===== src/rtl/uart_tx_arbiter.sv =====
// Round-robin arbiter sharing a single uart_tx among N_REQ requesters.
// A winner's byte is latched onto tx_d_in and launched with a one-cycle
// tx_send_req. The winner gets a one-cycle ack after tx_send_ack arrives. If the
// frame hangs, a watchdog ends it and the winner gets a one-cycle err instead.
//
// state  | meaning
// -------+--------------------------------------------------------------
// IDLE   | waiting for an unmasked request; picks winner from ptr onward
// LAUNCH | tx_send_req pulse is on the line, watchdog cleared
// WAIT   | frame in flight; ends on tx_send_ack (ack) or watchdog (err)
module uart_tx_arbiter #(
  parameter  int N_REQ       = 4,
  parameter  int n           = 8,
  parameter  int f_MHz       = 50,
  parameter  int baud_rate   = 921600,
  localparam int T_baud      = f_MHz * 1000000 / baud_rate,
  localparam int TIMEOUT_CYC = 2 * T_baud * (n + 2),
  localparam int IW          = (N_REQ > 1) ? $clog2(N_REQ) : 1
) (
  input  logic               clk,
  input  logic               rst_n,
  input  logic [N_REQ-1:0]   req,
  input  logic [N_REQ*n-1:0] req_data,
  output logic [N_REQ-1:0]   ack,
  output logic [N_REQ-1:0]   err,
  output logic               busy,
  output logic [IW-1:0]      grant_idx,
  output logic               tx_send_req,
  output logic [n-1:0]       tx_d_in,
  input  logic               tx_send_ack
);

  localparam int CW = (TIMEOUT_CYC > 2) ? $clog2(TIMEOUT_CYC) : 1;

  typedef enum logic [1:0] {
    S_IDLE   = 2'd0,
    S_LAUNCH = 2'd1,
    S_WAIT   = 2'd2
  } state_t;

  state_t          state;
  logic [IW-1:0]   ptr;
  logic [CW-1:0]   wd_cnt;
  logic [N_REQ-1:0] cand;
  logic [IW-1:0]   pick;
  logic            found;
  logic [N_REQ-1:0] grant_oh;
  logic [IW-1:0]   next_ptr;
  logic            wd_expired;

  // Candidates exclude the requester being acked/errored this cycle, so a
  // client that keeps req high across its ack is not immediately re-served.
  assign cand       = req & ~(ack | err);
  assign next_ptr   = (grant_idx == IW'(N_REQ - 1)) ? '0 : grant_idx + IW'(1);
  assign wd_expired = (wd_cnt == CW'(TIMEOUT_CYC - 1));

  // Round-robin search: first candidate at ptr, ptr+1, ... wrapping at N_REQ.
  always_comb begin
    int j;
    j     = 0;
    pick  = '0;
    found = 1'b0;
    for (int k = 0; k < N_REQ; k++) begin
      j = int'(ptr) + k;
      if (j >= N_REQ) j = j - N_REQ;
      if (!found && cand[j]) begin
        found = 1'b1;
        pick  = IW'(j);
      end
    end
  end

  // One-hot of the current winner, used for the ack/err pulses.
  always_comb begin
    grant_oh            = '0;
    grant_oh[grant_idx] = 1'b1;
  end

  // Arbitration FSM with registered outputs and frame watchdog.
  always_ff @(posedge clk) begin
    if (!rst_n) begin
      state       <= S_IDLE;
      ptr         <= '0;
      wd_cnt      <= '0;
      ack         <= '0;
      err         <= '0;
      busy        <= 1'b0;
      grant_idx   <= '0;
      tx_send_req <= 1'b0;
      tx_d_in     <= '0;
    end else begin
      ack         <= '0;
      err         <= '0;
      tx_send_req <= 1'b0;
      case (state)
        S_IDLE: begin
          if (found) begin
            grant_idx   <= pick;
            tx_d_in     <= req_data[int'(pick)*n +: n];
            tx_send_req <= 1'b1;
            busy        <= 1'b1;
            state       <= S_LAUNCH;
          end
        end
        S_LAUNCH: begin
          wd_cnt <= '0;
          state  <= S_WAIT;
        end
        S_WAIT: begin
          // A done pulse on the expiry cycle still counts as success.
          if (tx_send_ack) begin
            ack   <= grant_oh;
            ptr   <= next_ptr;
            busy  <= 1'b0;
            state <= S_IDLE;
          end else if (wd_expired) begin
            err   <= grant_oh;
            ptr   <= next_ptr;
            busy  <= 1'b0;
            state <= S_IDLE;
          end else begin
            wd_cnt <= wd_cnt + CW'(1);
          end
        end
        default: begin
          busy  <= 1'b0;
          state <= S_IDLE;
        end
      endcase
    end
  end

endmodule

===== config.mk =====
export PLATFORM = sky130hd
export DESIGN_NAME = uart_tx_arbiter
export DESIGN_NICKNAME = d
export VERILOG_FILES = /design/src/rtl/uart_tx_arbiter.sv
export SDC_FILE = /design/constraint.sdc
export NUM_CORES = 1
export LEC_CHECK = 0
export CORE_ASPECT_RATIO = 0.75
export CORE_MARGIN = 2
export CORE_UTILIZATION = 49
export CTS_CLUSTER_SIZE = 28
export DETAILED_ROUTE_END_ITERATION = 7
export PLACE_DENSITY = 0.88
export SLEW_MARGIN = 20
export SYNTH_ARGS = -nofsm -noshare
export SYNTH_HDL_FRONTEND = slang
export SYNTH_SLANG_ARGS = --single-unit

===== constraint.sdc =====
create_clock -name clk -period 4.1 [get_ports clk]
set_input_delay 0.41 -clock clk [delete_from_list [all_inputs] [get_ports clk]]
set_output_delay 0.41 -clock clk [all_outputs]
set_load 0.02 [all_outputs]

# == Word-level counts from Yosys, hierarchy flattened ==
# Index checks and enable logic that the tools add are counted.
# totals
ff_bits,35
in_bits,39
output_inout_bits,20
# op_classes
n_addsub,9
n_lt_le_gt_ge,10
n_eq_ne,8
n_shift,1
mux,41
bitwise_logic,7
n_reduce_logical,18
# op_table
cell,count
< comparator 32 x 4 -> 1 bit (second input constant),4
two-way mux 32 bit,4
variable part select 32 x 6 -> 8 bit,1
two-way mux 11 bit,2
one-hot mux 11 bit (2 select lines),1
two-way mux 2 bit,10
two-way mux 1 bit,17
subtractor 3 x 3 -> 4 bit (second input constant),3
adder 11 x 1 -> 11 bit (second input constant),1
== test 11 bit (second input constant),1
greater-or-equal comparator 3 bit (second input constant),3
AND reduction 3 bit,3
binary-select mux 1 bit (select 2 bit),4
AND reduction 2 bit,4
adder 2 x 2 -> 3 bit (second input constant),2
!= test 2 bit (second input constant),3
one-hot mux 2 bit (3 select lines),1
bitwise AND 4 bit,1
== test 2 bit (second input constant),2
logical AND 1 bit,4
NOT 1 bit,4
NOT 4 bit,1
OR 4 bit,1
nonzero test 2 bit,2
other kinds (13),15

# == Longest topological paths before layout ==
# Gate-level depths: netlist of run 1.
# logic_depth
depth_word,18
ltp_mapped,8
depth_no_buf,7

# == Worst setup path after synthesis of run 1 ==
# Ideal clock, no wire load.
# synth_timing
kind,register to register
from,register err[1]
to,register tx_d_in[0]
setup_ns,0.114
arrival_time_ns,1.707
slack_ns,2.279
path_stages_with_launch,9
n_path_buf,2
period_less_slack_ns,1.821
path_cell_list,dfxtp_1 nor3b_4 o22ai_1 o22ai_1 buf_6 buf_12 mux2i_1 o22ai_1 a21o_1
# synth_between
elab_chain_len,17
# synth_lines
item,line,source
"start, declared",25,"output logic [N_REQ-1:0] err,"
"start signal, assigned",117,err <= grant_oh;
OR 4 bit (*),53,assign cand = req & ~(ack | err);
NOT 4 bit (*),53,
bitwise AND 4 bit (*),53,
binary-select mux 1 bit (select 2 bit),66,if (!found && cand[j]) begin
two-way mux 1 bit (implied by the code) (2 in series),66,
two-way mux 1 bit,66,
zero test 1 bit,66,
logical AND 1 bit,66,
two-way mux 1 bit,66,
zero test 1 bit,66,
logical AND 1 bit,66,
two-way mux 1 bit,66,
zero test 1 bit,66,
logical AND 1 bit,66,
two-way mux 2 bit or two-way mux 1 bit (tied branches),66,
variable part select 32 x 6 -> 8 bit or AND reduction 2 bit (tied branches),-,
"end signal, assigned",99,tx_d_in <= req_data[int'(pick)*n +: n];
"end, declared",29,"output logic [n-1:0] tx_d_in,"
# Every way passes the cells marked *; elsewhere a longest branch is shown, timed or not. The select of a mux whose other input is x is not followed.
# A chain may end at the register's enable or synchronous reset.

# == Worst setup path after layout of run 1 ==
# layout_timing
from,input req[1]
to,register tx_d_in[6]
# layout_between
elab_chain_len,15
# layout_lines
item,line,source
"start, declared",22,"input logic [N_REQ-1:0] req,"
bitwise AND 4 bit (*),53,
binary-select mux 1 bit (select 2 bit),66,
two-way mux 1 bit (implied by the code) (2 in series),66,
two-way mux 1 bit,66,
zero test 1 bit,66,
logical AND 1 bit,66,
two-way mux 1 bit,66,
zero test 1 bit,66,
logical AND 1 bit,66,
two-way mux 1 bit,66,
zero test 1 bit,66,
logical AND 1 bit,66,
two-way mux 2 bit or two-way mux 1 bit (tied branches),66,
variable part select 32 x 6 -> 8 bit or AND reduction 2 bit (tied branches),-,
# Marks and branches as above.

==> metrics.md, run 1 <==
| Metric | Value |
|---|---|
| Via count | `1613` |
| Sequential element share of the synthesized area | `38.9%` |
| Critical Path RT | `4.29 ns` |
| Clock-pin slew on the worst setup and hold paths | `0.07 ns` |
| Top post-synthesis cells by count | `dfxtp_1, nor2_1, mux2i_1` |
| Synth top area cells | `dfxtp_1, mux2i_1, nor2_1` |
| Hold WS | `0.455 ns` |
| Placed insts | `294` |
| Synth Instances | `189` |
| Post-CTS setup buffer count | `0` |
| Largest net degree at the start of global routing | `18` |
| CTS tree | `yes` |
| Clock share of power | `36.6%` |
| Hold buffers post-CTS | `0` |
| Initial Utilization | `50.2%` |
| Synth cell types | `46` |
| P per Cell Area | `348 nW/um2` |
| # IOs | `59` |
| Sw Pwr | `225 uW` |
| Num Clock Sinks | `35` |
| Pins over their slew limit | `0` |
| Initial antenna violation count | `0` |
| Clock H-tree levels | `2` |
| Fillers | `289` |
| Global-route wire length before repair | `6.84 mm` |
| Routed wire length | `4.26 mm` |
| Total chip power | `880 uW` |
| Total grt overflow | `0` |
| Final setup fails | `0` |
| Port bufs | `58` |
| Startpoint Class | `primary input` |
| Final hold violations | `0` |
| Worst vdd ir | `0.284 mV` |
| Internal power | `655 uW` |
| Post-route DRC | `0` |
| Worst slew pin tran | `0.572 ns` |
| Synthesized flop and latch total | `35` |
| Commonest register cell after synthesis | `dfxtp_1` |
| Async set-reset flop share out of synthesis | `0%` |
| Clock Path Buffers | `2` |
| Final #Nets | `293` |
| Worst Skew | `0.00227 ns` |
| Worst-Skew Late Latency | `0.29 ns` |
| Final period utilization | `53.0%` |
| Post-CTS sizing | `0` |
| Rows | `19` |
| Initial DRC Count | `75` |
| Pre-Repair DR Iteration Count | `5` |
| Most common cell in the netlist | `dfxtp_1` |
| Status | `finished, final reports clean` |
| Mean Syn Cell Area | `9.54 um2` |
| Comb power frac | `21.2%` |
| Core footprint | `3590 um2` |
| Critical hold path startpoint | `tx_d_in[3]$_SDFFE_PN0P_` |
| Fmax achieved | `0.460 GHz` |
| Share of Yosys cell area claimed by the top area cell type | `38.9%` |
| Die area | `4190 um2` |
| Placer Congestion | `0.830` |
| Mapped cell area | `1800 um2` |
| P_leak | `0.999 nW` |
| Setup_tns | `0 ns` |
| Final min period | `2.17 ns` |
| RSZ-0062 raised after global routing | `no` |
| GRT Overall Usage | `21.9%` |
| MaxCap Viol Count | `0` |
| Antenna Cells | `0` |
| Post-Syn Nets | `233` |
| Hold Path Class | `reg -> reg` |
| Num CTS Buffers | `5` |
| Crit Path Max Fanout | `17` |
| FF-to-FF Start | `wd_cnt[0]$_SDFFE_PN0P_` |
| Detail Route Antenna Nets | `0` |
| Number of synthesized flops with an enable pin | `0` |
| Sequential Power Share | `42.2%` |
| Root buf cell | `clkbuf_8` |
| HPWL after detailed placement | `3.19 mm` |
| Sw frac | `25.6%` |
| Avg WL per Cell | `14.1 um` |
| Area Growth Syn to Fin | `40.4%` |
| Yosys Warn Count | `0` |
| Avg Vias per Cell | `5.34` |
| Slew HR | `61.5%` |
| Non-Filler Instances | `302` |
| Arr. time, crit path | `2.36 ns` |
| Vias in the first global route | `1534` |
| Critical path origin | `req[1]` |
| Yosys top cell by area | `dfxtp_1` |
| Share of layout cells above drive strength 1 | `10.0%` |
| Die W | `74.0 um` |
| Critical path start-end classification | `in -> reg` |
| Chip Height | `56.5 um` |
| Kind of end point of the critical path | `flip-flop` |
==> placed cells by master (no fill, tap or decap), types with 2 or more instances in the layout <==
cell	count
a21o_1	8
a21oi_1	11
a31oi_1	2
and2_1	10
and3_1	4
clkbuf_8	6
clkdlybuf4s50_1	58
dfxtp_1	35
ha_1	5
inv_1	4
mux2i_1	18
nand2_1	12
nand2b_1	4
nand3_1	5
nor2_1	20
nor2b_1	2
nor3b_4	2
o21ai_0	4
o22ai_1	10
xnor2_1	3
==> worst max-delay path, cell delays in order <==
cell             delay [ns]
clkdlybuf4s50_1        0.45
nor3b_4                0.35
o22ai_1                0.16
o22ai_2                0.18
buf_4                  0.30
mux2i_1                0.23
o22ai_1                0.10
a21o_1                 0.17
==> final timing paths <==
path                             endpoint  slack [ns]  cells past startpoint
setup reg to reg  wd_cnt[10]$_SDFFE_PN0P_        2.11                      7
hold / removal    tx_d_in[3]$_SDFFE_PN0P_        0.46                      1
setup / recovery  tx_d_in[6]$_SDFFE_PN0P_        1.93                      8
hold reg to reg   tx_d_in[3]$_SDFFE_PN0P_        0.46                      1
==> final cells by class <==
type / count / area [um2] / area share [%]
multi-input cells: 144 / 1040 / 41.3
flip-flops and latches: 35 / 701 / 27.7
repair buffers: 59 / 588 / 23.2
clock buffers: 6 / 82.6 / 3.26
well taps: 52 / 65.1 / 2.57
clock inverters: 2 / 35.0 / 1.38
inverters: 4 / 15.0 / 0.593
==> state kept, by name, summed over array words and instances, names as in the netlist <==
name	flops
ack	4
state	2
busy	1
tx_d_in	8
ptr	2
grant_idx	2
tx_send_req	1
err	4
wd_cnt	11
==> layer usage <==
layer	up-vias	GRT usage (%)	share of wire [%]
met3	6	5.57	4.0
li1	790	-	-
met2	38	36.2	51
met5	-	0	0
met1	779	26.4	44
met4	0	9.87	1.7
==> power by group through the flow <==
stage / logic [mW] / clock network, mW / registers [mW]
after global routing: 0.200 / 0.342 / 0.373
after CTS: 0.188 / 0.327 / 0.371
after detailed placement: 0.186 / 0 / 0.379
after global placement: 0.183 / 0 / 0.378
final: 0.187 / 0.322 / 0.371
after floorplan: 0.0896 / 0 / 0.395
==> kinds of logic after synthesis <==
family	Yosys count	share of synthesized area [%]
AO/OA/AOI/OAI	44	17.6
adder cells (fa/ha/maj)	5	3.47
multiplexers	19	10.6
buffers and inverters	10	3.54
flip-flops	35	38.9
AND/OR/NAND/NOR	72	23.9
XOR/XNOR	4	1.94
==> per-stage QoR <==
step	worst slack [ns]	area [um2]	util, %
after floorplan	2.28	1800	-
after global placement	1.70	2410	67.2
after detailed placement	1.65	2410	67.2
after CTS	1.92	2530	70.5
after global routing	1.82	2530	70.5
final	1.93	2530	70.5
(Power assumes the default switching activity.)
==> run 2: changes to the inputs <==
--- a/config.mk
+++ b/config.mk
@@ -7,10 +7,10 @@
 export LEC_CHECK = 0
 export CORE_ASPECT_RATIO = 0.75
 export CORE_MARGIN = 2
-export CORE_UTILIZATION = 49
+export CORE_UTILIZATION = 41
 export CTS_CLUSTER_SIZE = 28
 export DETAILED_ROUTE_END_ITERATION = 7
-export PLACE_DENSITY = 0.88
+export PLACE_DENSITY = 0.78
 export SLEW_MARGIN = 20
 export SYNTH_ARGS = -nofsm -noshare
 export SYNTH_HDL_FRONTEND = slang
==> constraint.sdc (replaced) <==
create_clock -name clk -period 1.94 [get_ports clk]
set_input_delay 0.194 -clock clk [delete_from_list [all_inputs] [get_ports clk]]
set_output_delay 0.194 -clock clk [all_outputs]
set_load 0.02 [all_outputs]
==> run 2 against run 1 <==
Against the previous run: largest cell class unchanged; sequential cell count unchanged; clock skew up 0.0089 ns; worst setup slack worse by 1.8 ns; sequential share of layout area down 0.99 points; utilization down 6.9 points; first-iteration DRC count down 39%; power up 98%.
==> metrics.md, run 2 (same netlist as run 1, synthesis figures left out) <==
| Metric | Value |
|---|---|
| Status | `finished, final reports clean` |
| Via count | `1604` |
| Comb power frac | `24.8%` |
| Area Growth Syn to Fin | `45.6%` |
| Worst-Skew Late Latency | `0.30 ns` |
| Num CTS Buffers | `5` |
| Arr. time, crit path | `2.00 ns` |
| Total grt overflow | `0` |
| Slew HR | `67.4%` |
| Clock H-tree levels | `2` |
| RSZ-0062 raised after global routing | `no` |
| Fmax achieved | `0.557 GHz` |
| Kind of end point of the critical path | `flip-flop` |
| Area taken by multi-input logic gates | `1040 um2` |
| Sw frac | `28.5%` |
| Share of layout cells above drive strength 1 | `14.1%` |
| P_leak | `1.05 nW` |
| Routed wire length | `4.45 mm` |
| Critical hold path startpoint | `tx_d_in[0]$_SDFFE_PN0P_` |
| Global-route wire length before repair | `6.93 mm` |
| Placer Congestion | `0.793` |
| Vias in the first global route | `1519` |
| Final min period | `1.80 ns` |
| Startpoint Class | `flip-flop` |
| Crit Path Max Fanout | `17` |
| Largest Register | `wd_cnt` |
| Avg Vias per Cell | `5.04` |
| Clock share of power | `30.3%` |
| Hold buffers post-CTS | `0` |
| Core footprint | `4130 um2` |
| Post-route DRC | `0` |
| Worst reg2reg path depth | `7` |
| Hold depth | `1` |
| Avg WL per Cell | `14.0 um` |
| Sw Pwr | `497 uW` |
| HPWL after detailed placement | `3.49 mm` |
| Critical Path RT | `2.14 ns` |
| Max reg flops | `11` |
| Worst vdd ir | `0.392 mV` |
| Clock Path Buffers | `2` |
| Seq. cell area | `701 um2` |
| Hold Crit Endpoint | `tx_d_in[0]$_SDFFE_PN0P_` |
| Fillers | `342` |
| Root buf cell | `clkbuf_8` |
| MaxCap Viol Count | `0` |
| Reg2Reg Setup Slack | `0.14 ns` |
| Die area | `4950 um2` |
| Num Clock Sinks | `35` |
| Hold Path Class | `reg -> reg` |
| Initial Utilization | `43.7%` |
| # IOs | `59` |
| Final setup fails | `0` |
| Most common cell after layout, fill and taps aside | `clkdlybuf4s50_1` |
| Antenna Cells | `0` |
| Internal power | `1.25 mW` |
| Chip Height | `61.4 um` |
| GRT Overall Usage | `19.1%` |
| Initial antenna violation count | `0` |
| Most frequent cells in the layout | `clkdlybuf4s50_1, dfxtp_1, nor2_1` |
| Die W | `80.6 um` |
| Pre-Repair DR Iteration Count | `4` |
| Final #Nets | `306` |
| R2R Path End | `tx_d_in[5]$_SDFFE_PN0P_` |
| Hold WS | `0.455 ns` |
| CTS tree | `yes` |
| Final hold violations | `0` |
| Critical path start-end classification | `reg -> reg` |
| Regs by FF count | `wd_cnt x11, tx_d_in x8` |
| Initial DRC Count | `46` |
| Worst slew pin tran | `0.485 ns` |
| Rows | `20` |
| Sequential Power Share | `45.0%` |
| Pins over their slew limit | `0` |
| Worst Skew | `0.0112 ns` |
| Final Util | `63.6%` |
| Detail Route Antenna Nets | `0` |
| Final period utilization | `92.6%` |
| P per Cell Area | `664 nW/um2` |
| Port bufs | `58` |
| FF-to-FF Start | `err[1]$_SDFF_PP0_` |
| Largest net degree at the start of global routing | `18` |
| Clock-pin slew on the worst setup and hold paths | `0.08 ns` |
==> run 2: changes by cell type in the layout (fill, tap and decap cells not counted), sizes merged <==
cell,before,now
buf,1,14
bufinv,1,0
clkinvlp,0,1
==> run 2: how the worst max path moves through the flow <==
stage | start | to | cells past startpoint
after floorplan | err[1]$_SDFF_PP0_ | tx_d_in[0]$_SDFFE_PN0P_ | 8
after global placement | req[2] | tx_d_in[4]$_SDFFE_PN0P_ | 8
after detailed placement | req[1] | tx_d_in[5]$_SDFFE_PN0P_ | 8
after CTS | err[1]$_SDFF_PP0_ | tx_d_in[5]$_SDFFE_PN0P_ | 7
after global routing | err[1]$_SDFF_PP0_ | tx_d_in[3]$_SDFFE_PN0P_ | 7
final | err[1]$_SDFF_PP0_ | tx_d_in[5]$_SDFFE_PN0P_ | 7
==> run 2: final cells by class <==
type                            instances  area share [%]
Multi-Input combinational cell        144            39.8
Clock inverter                          2           0.477
Timing Repair Buffer                   72            27.1
Inverter                                4           0.572
Clock buffer                            6            2.76
Sequential cell                        35            26.7
Tap cell                               55            2.62
==> run 2: worst max-delay path, cell delays in order, from the launching register on <==
cell	delay, ns
dfxtp_1	0.34
nor3b_4	0.30
o22ai_1	0.13
o22ai_2	0.22
buf_12	0.19
mux2i_1	0.24
o22ai_1	0.11
a21o_1	0.16
==> run 2: repair_timing <==
item | CTS | global route
setup buffers | 0 | 2
setup endpoints to repair | 0 | 1
resized for setup | 0 | 0
==> run 2: power groups by stage <==
| stage | clock network, mW | logic (mW) | registers [mW] |
|---|---|---|---|
| 2_1_floorplan | 0 | 0.189 | 0.835 |
| 3_3_place_gp | 0 | 0.423 | 0.799 |
| 3_5_place_dp | 0 | 0.429 | 0.800 |
| 4_1_cts | 0.537 | 0.431 | 0.784 |
| 5_1_grt | 0.567 | 0.462 | 0.789 |
| 6_report | 0.528 | 0.432 | 0.784 |
==> run 2: metrics by stage <==
step | TNS (ns) | total power, mW | worst slack, ns | cell area, um2 | cells
2_1_floorplan | 0 | 1.02 | 0.119 | 1800 | 189
3_3_place_gp | -0.891 | 1.22 | -0.134 | 2520 | 308
3_5_place_dp | -1.15 | 1.23 | -0.163 | 2520 | 308
4_1_cts | 0 | 1.75 | 0.147 | 2610 | 316
5_1_grt | 0 | 1.82 | 0.0129 | 2630 | 318
6_report | 0 | 1.74 | 0.144 | 2630 | 318
==> run 2: metal layers <==
metal	wire length (um)	GRT usage (%)	vias up
li1	-	-	822
met1	2040	23.8	745
met2	2150	31.8	29
met3	173	4.55	8
met4	76	9.44	0
met5	0	0	-
